`config.mk`:
```
export PLATFORM = sky130hd
export DESIGN_NAME = text_buf_writer
export DESIGN_NICKNAME = d
export VERILOG_FILES = /design/src/rtl/text_buf_writer.sv
export SDC_FILE = /design/constraint.sdc
export NUM_CORES = 2
export LEC_CHECK = 0
export ABC_AREA = 1
export BUFFER_PORTS_ARGS = -buffer_cell sky130_fd_sc_hd__buf_2
export CORE_MARGIN = 1.5
export CORE_UTILIZATION = 42
export CTS_CLUSTER_DIAMETER = 120
export DETAILED_ROUTE_END_ITERATION = 10
export GPL_ROUTABILITY_DRIVEN = 0
export MAX_ROUTING_LAYER = met4
export SLEW_MARGIN = 20
export SYNTH_ARGS = -nofsm -noshare
export SYNTH_HDL_FRONTEND = slang
export SYNTH_SLANG_ARGS = --single-unit
```
`constraint.sdc`:
```
create_clock -name clk -period 44.8 [get_ports clk]
set_input_delay 6.72 -clock clk [delete_from_list [all_inputs] [get_ports clk]]
set_output_delay 6.72 -clock clk [all_outputs]
set_load 0.03 [all_outputs]
```
`src/rtl/text_buf_writer.sv`:
```
// text_buf_writer: ASCII stream to 16x16 character RAM with cursor,
// control codes, clear sweeps and a registered read port.
module text_buf_writer #(
  parameter int         COLS  = 16,
  parameter int         ROWS  = 16,
  parameter logic [6:0] BLANK = 7'h20
) (
  input  logic       clk,
  input  logic       rst,
  input  logic [7:0] in_data,
  input  logic       in_valid,
  output logic       in_ready,
  input  logic [7:0] char_xy,
  output logic [6:0] char_code,
  output logic [7:0] cursor_xy,
  output logic       busy
);

  localparam int CW    = $clog2(COLS);
  localparam int RW    = $clog2(ROWS);
  localparam int DEPTH = COLS * ROWS;

  typedef enum logic [1:0] {
    CLR_ALL,
    IDLE,
    CLR_LINE
  } state_e;

  state_e        state_q, state_d;
  logic [7:0]    sweep_q, sweep_d;
  logic [RW-1:0] row_q, row_d;
  logic [CW-1:0] col_q, col_d;
  logic [6:0]    char_code_q, char_code_d;

  logic [6:0]    mem_q [DEPTH];

  logic          we;
  logic [7:0]    waddr;
  logic [6:0]    wdata;

  logic          accept;
  logic          is_print;
  logic          is_lf;
  logic          is_cr;
  logic          is_bs;
  logic          is_ff;

  assign in_ready  = (state_q == IDLE);
  assign busy      = !in_ready;
  assign cursor_xy = {row_q, col_q};
  assign char_code = char_code_q;
  assign accept    = in_valid && in_ready;

  // Classify the incoming byte; anything unmatched is dropped.
  always_comb begin
    is_print = (in_data >= 8'h20) && (in_data <= 8'h7E);
    is_lf    = (in_data == 8'h0A);
    is_cr    = (in_data == 8'h0D);
    is_bs    = (in_data == 8'h08);
    is_ff    = (in_data == 8'h0C);
  end

  // Next state, sweep counter, cursor and the single RAM write port.
  always_comb begin
    state_d = state_q;
    sweep_d = sweep_q;
    row_d   = row_q;
    col_d   = col_q;
    we      = 1'b0;
    waddr   = {row_q, col_q};
    wdata   = BLANK;
    unique case (state_q)
      CLR_ALL: begin
        we      = 1'b1;
        waddr   = sweep_q;
        sweep_d = sweep_q + 8'd1;
        if (sweep_q == 8'(DEPTH - 1)) begin
          state_d = IDLE;
          sweep_d = '0;
          row_d   = '0;
          col_d   = '0;
        end
      end
      CLR_LINE: begin
        we      = 1'b1;
        waddr   = {row_q, sweep_q[CW-1:0]};
        sweep_d = sweep_q + 8'd1;
        if (sweep_q[CW-1:0] == CW'(COLS - 1)) begin
          state_d = IDLE;
          sweep_d = '0;
        end
      end
      IDLE: begin
        if (accept) begin
          unique case (1'b1)
            is_print: begin
              we    = 1'b1;
              wdata = in_data[6:0];
              if (col_q == CW'(COLS - 1)) begin
                col_d   = '0;
                row_d   = row_q + RW'(1);
                sweep_d = '0;
                state_d = CLR_LINE;
              end else begin
                col_d = col_q + CW'(1);
              end
            end
            is_lf: begin
              col_d   = '0;
              row_d   = row_q + RW'(1);
              sweep_d = '0;
              state_d = CLR_LINE;
            end
            is_cr: begin
              col_d = '0;
            end
            is_bs: begin
              if (col_q != '0) begin
                col_d = col_q - CW'(1);
                we    = 1'b1;
                waddr = {row_q, col_q - CW'(1)};
                wdata = BLANK;
              end
            end
            is_ff: begin
              sweep_d = '0;
              state_d = CLR_ALL;
            end
            default: begin
            end
          endcase
        end
      end
      default: begin
        state_d = CLR_ALL;
        sweep_d = '0;
      end
    endcase
  end

  // Read port samples the RAM before this edge's write lands.
  always_comb begin
    char_code_d = mem_q[char_xy];
  end

  // Control state; reset restarts the full clear sweep.
  always_ff @(posedge clk or negedge rst) begin
    if (!rst) begin
      state_q     <= CLR_ALL;
      sweep_q     <= '0;
      row_q       <= '0;
      col_q       <= '0;
      char_code_q <= '0;
    end else begin
      state_q     <= state_d;
      sweep_q     <= sweep_d;
      row_q       <= row_d;
      col_q       <= col_d;
      char_code_q <= char_code_d;
    end
  end

  // Character RAM; contents are defined by the clear sweep, not reset.
  always_ff @(posedge clk) begin
    if (we) begin
      mem_q[waddr] <= wdata;
    end
  end

endmodule

```
# Word level (Yosys, flattened, before mapping)
# Memory sizes are Yosys's and may differ from the RTL's. A register that Yosys moved wholly into a read port is not among the register bits.
# Index checks and enable logic that the tools add are counted.
# Widths: inputs -> output; s select.
[totals] inputBits=19 ramBits=1792 memories=1 register_bits=18
[memory_table] memory="mem_q" depth=256 width=7 read_ports=1 rd_clocked_by_memory_dff=1 wr=1 line="35" rtl="logic [6:0] mem_q [DEPTH];"
[op_classes] reduce_logical=14 eq_ne=18 magnitude_cmp=2 mux=35 n_addsub=4
[ops] cell="$pmux 8 s3" n=2
[ops] cell="$mux 4" n=9
[ops] cell="$eq 8x4->1 const B" n=4
[ops] cell="$mux 8" n=4
[ops] cell="$pmux 4 s2" n=3
[ops] cell="$mux 7" n=3
[ops] cell="$pmux 8 s2" n=1
[ops] cell="$reduce_and 5->1" n=3
[ops] cell="$pmux 2 s3" n=2
[ops] cell="$pmux 4 s3" n=1
[ops] cell="$ne 3x2->1 const B" n=3
[ops] cell="$add 4x1->4 const B" n=2
[ops] cell="$add 8x1->8 const B" n=1
[ops] cell="$eq 4x4->1 const B" n=2
[ops] cell="$eq 8x8->1 const B" n=1
[ops] cell="$ge 8x6->1 const B" n=1
[ops] cell="$le 8x7->1 const B" n=1
[ops] cell="$mux 2" n=4
[ops] cell="$reduce_or 2->1" n=3
[ops] cell="$mux 1" n=4
[ops] cell="$ne 2x2->1 const B" n=2
[ops] cell="$ne 4x1->1 const B" n=1
[ops] cell="$ne 4x2->1 const B" n=1
[ops] cell="$pmux 1 s2" n=2
[ops] cell="other kinds (11)" n=13

# Logic depth before layout (Yosys ltp)
[logic_depth] depth_word=7 ltp_mapped=15

# Least setup slack after synthesis
# Ideal clock, no wire load.
[synth_timing] path_kind="input-to-reg" start="input port in_data[4]" end="memory mem_q[0][5] (data pin)" arrival_ps=25854 setup_time_ps=1177 t_required_ps=43623 path_stages=8 setup_slack_ps=17769 path_cell_list="inv_1 -> nor3_1 -> nand2_1 -> o211ai_1 -> inv_1 -> nand2_1 -> nor3_1 -> nand2_1"
[synth_via] elab_chain_len=5 elab_cells_between_ends=6 cone_classes="order compare (2); mux (3); reduce/logical (1)"
[synth_lines] element="start: declaration" line="10" rtl="input logic [7:0] in_data,"
[synth_lines] element="$ge 8x6->1 or $le 8x7->1 (tied branches)" line="56" rtl="is_print = (in_data >= 8'h20) && (in_data <= 8'h7E);"
[synth_lines] element="$logic_and 1x1->1 (*)" line="56"
[synth_lines] element="$mux 7 (*)"
[synth_lines] element="$mux 7 (*)" line="94" rtl="if (accept) begin"
[synth_lines] element="$mux 7 (*)" line="72" rtl="unique case (state_q)"
[synth_lines] element="via wdata[5]" line="39" rtl="logic [6:0] wdata;"
[synth_lines] element="end: declaration" line="35"
# The timed path passes the listed nets; every way through them passes the cells marked *.

==> flow_summary.ini <==
[logic_synthesis]
synth-seq-cells = 1817
yosysSeqAreaShare_pct = 73.07
syn_inst = 6407
synth_area_mm2 = 0.07450
yosysTopAreaCell = edfxtp_1
async_reset_ff_share_pct = 1.376
ys_warn_count = 0
synth_cell_types = 39
yosys.area.top_type_share_pct = 72.23
postSynthAreaPerCell_um2 = 11.63
synth-main-ff-cell = edfxtp_1
synth_edf_count = 1792
syn_nets = 6431
synth_area_leaders = edfxtp_1 72%, nand3_1 12%, nand2_1 9.9%

[critical_path]
r2r-start = state_q[0]$_DFFE_PN0P_
reg2reg_slack_ns = 40.37
reg2reg_to = mem_q[222][1]$_DFFE_PP_
crit_type = input port to flop
slowest_delay_ns = 0.89
r2r_cells = 6
crit_top_cell = nand3_1
crit_path_cell_trace = buf_8, buf_4, buf_4, buf_4, buf_4, nand2_1, nand3_1, nand3_1, nand3_1, nand3_1, nand2_1, nand2_1, nand3_1, nand3_1, nand2_1
crit_buf_inv = 5
endpoint_kind = flop
path_delay_family = buffers and inverters
cp_max_fo = 92
required_ns = 45.56
start_kind = input port
cp.arrival_ns = 12.04
crit_slowest_cell = buf_4

[route]
dr_wl_met3_um = 15000
m1WireLength_um = 87480
wl_met2_um = 96510
num_vias = 49230
via_per_inst = 5.630
first_iter_violations = 5942
first_pass_iters = 6
drc = 0
ant_nets = 0
wire_per_inst_um = 23.44
wl_um = 204900
dr.max_layer_used = met4

[cts]
cts_setup_buffers = 0
clkTransAtPathRegs_ns = 0.06
cts_tree = yes
cts-root-buf = clkbuf_16
insertion_delay_ns = 0.83
h-tree-depth = 4
cts_sinks = 1817
cts.path.max_buffers = 3
ctsResizeCount = 0
cts_buffers = 180
holdBufCountCts = 0

[run]
drv_cap = 0

[timing]
finalHoldViolations = 0
worst_pin_slew_ns = 1.102
fmax_ghz = 0.08871
maxSlewViolCount = 0
relSlewSlack_pct = 25.96
rsz0062_at_grt = false
fin_setup_tns_ns = 0
setup_viol = 0
post-route-min-period_ns = 11.27
finalClockSkew_ns = 0.03797
timing.final.crit_share_pct = 25.16

[layout]
num-fill-cells = 15830
finish.utilization_pct = 46.80
layout.nets = 6276
drive_above_1_share_pct = 6.875
mostFrequentLayoutCells = 1,966 x nand2_1, 1,792 x edfxtp_1, 1,747 x nand3_1
syn_to_final_growth_pct = 10.64
multi_input_area_mm2 = 0.01829
layout_commonest_cell = nand2_1
regArea_mm2 = 0.05444

[grt]
antenna_found_initial = 0
grtUsageTotal_pct = 23.28
grt_pass1_wl_um = 308200
grt_max_degree = 200
overflow = 0
grt_pass1_vias = 47460

[placed_design]
port_buffers = 35
hpwl_um = 109100

[power]
max-vdd-ir-drop_mv = 0.03936
cellPowerDensity_mw_per_mm2 = 42.06
p_leak_uw = 0.02981

[die]
boundaryPins = 36
die_area_mm2 = 0.1799
die_w_um = 424.2
core_area_mm2 = 0.1761
die_y_um = 424.2
initial_core_util_pct = 42.30
rows = 154

[min_path]
hold_class = flop to flop
min_path_cells = 2
worstHoldStart = sweep_q[1]$_DFFE_PN0P_
holdPathEnd = sweep_q[1]$_DFFE_PN0P_

[run_status]
outcome = completed
state kept, by name (all words and copies together) (netlist names):
signal	flops
char_code	7
col_q	4
mem_q	1792
row_q	4
state_q	2
sweep_q	8
metrics by stage:
stage | power [µW] | setup slack (ns) | std cells | hold WS, ns | cell area [µm²]
4_1_cts | 3482 | 33.74 | 8740 | 0.5395 | 82310
3_5_place_dp | 2026 | 32.85 | 8410 | 0.5241 | 76600
3_3_place_gp | 2026 | 32.85 | 8410 | 0.5121 | 76560
2_1_floorplan | 1973 | 17.77 | 6407 | 0.4888 | 74500
5_1_grt | 3557 | 33.28 | 8740 | 0.5665 | 82410
6_report | 3467 | 33.53 | 8743 | 0.5351 | 82420
kinds of logic (layout without fill, tap and decap cells):
| family | count (synthesis) | count (layout) | synth area share [%] |
|---|---|---|---|
| mux | 1 | 1 | 0.01344 |
| fa+ha+maj | 5 | 5 | 0.08398 |
| flops | 1817 | 1817 | 73.07 |
| compound gates | 37 | 37 | 0.3074 |
| simple gates | 4047 | 4047 | 23.78 |
| other cells | 0 | 3 | 0 |
| buf+inv | 492 | 485 | 2.652 |
| xor+xnor | 8 | 8 | 0.09406 |
power by group:
part,switching [µW],internal [µW]
clock,649,827
sequential,1.87,1840
combinational,113,37.1
tightest hold or removal path, cell delays in order (launching register included):
cell and delay (ns):
dfrtp_1 0.39, nand2_1 0.07, nand2_1 0.05
routing by layer:
layer | vias to the layer above | track usage, %
met4 | 0 | 7.360
met2 | 2050 | 36.20
met3 | 351 | 3.065
met5 | - | -
li1 | 22440 | -
met1 | 24390 | 31.90
worst max path at each step:
stage | endpoint | startpoint | cells after the start
after floorplan | mem_q[0][5]$_DFFE_PP_ | in_data[4] | 8
after global placement | char_code[0]$_DFF_PN0_ | char_xy[0] | 15
after detailed placement | char_code[6]$_DFF_PN0_ | char_xy[0] | 15
after CTS | char_code[6]$_DFF_PN0_ | char_xy[0] | 15
after global routing | char_code[6]$_DFF_PN0_ | char_xy[0] | 15
final | char_code[6]$_DFF_PN0_ | char_xy[0] | 15
synthesized netlist by cell type (3+ instances only):
cell type / count
buf_1: 61
nor2_4: 4
xor2_1: 7
buf_2: 69
nand2_2: 11
buf_6: 3
nand4_1: 3
inv_1: 44
nor2_1: 204
o31ai_1: 3
nand3_1: 1747
o21bai_1: 3
inv_2: 10
edfxtp_1: 1792
ha_1: 5
a21oi_1: 4
dfrtp_1: 25
buf_4: 5
nor3_1: 84
nand2_1: 1970
nand3_2: 11
o21ai_0: 14
nand3_4: 3
o211ai_1: 4
clkbuf_1: 298
nor3_2: 3
nand3b_1: 3
layout make-up:
| class | instances | share of cell area (%) |
|---|---|---|
| Antenna cell | 3 | 0.009108 |
| Clock buffer | 228 | 5.746 |
| Clock inverter | 102 | 1.177 |
| Inverter | 56 | 0.2869 |
| Multi-Input combinational cell | 4098 | 22.19 |
| Sequential cell | 1817 | 66.05 |
| Tap cell | 2340 | 3.552 |
| Timing Repair Buffer | 99 | 0.9943 |
Note: power is estimated with default switching activity, not from simulation.
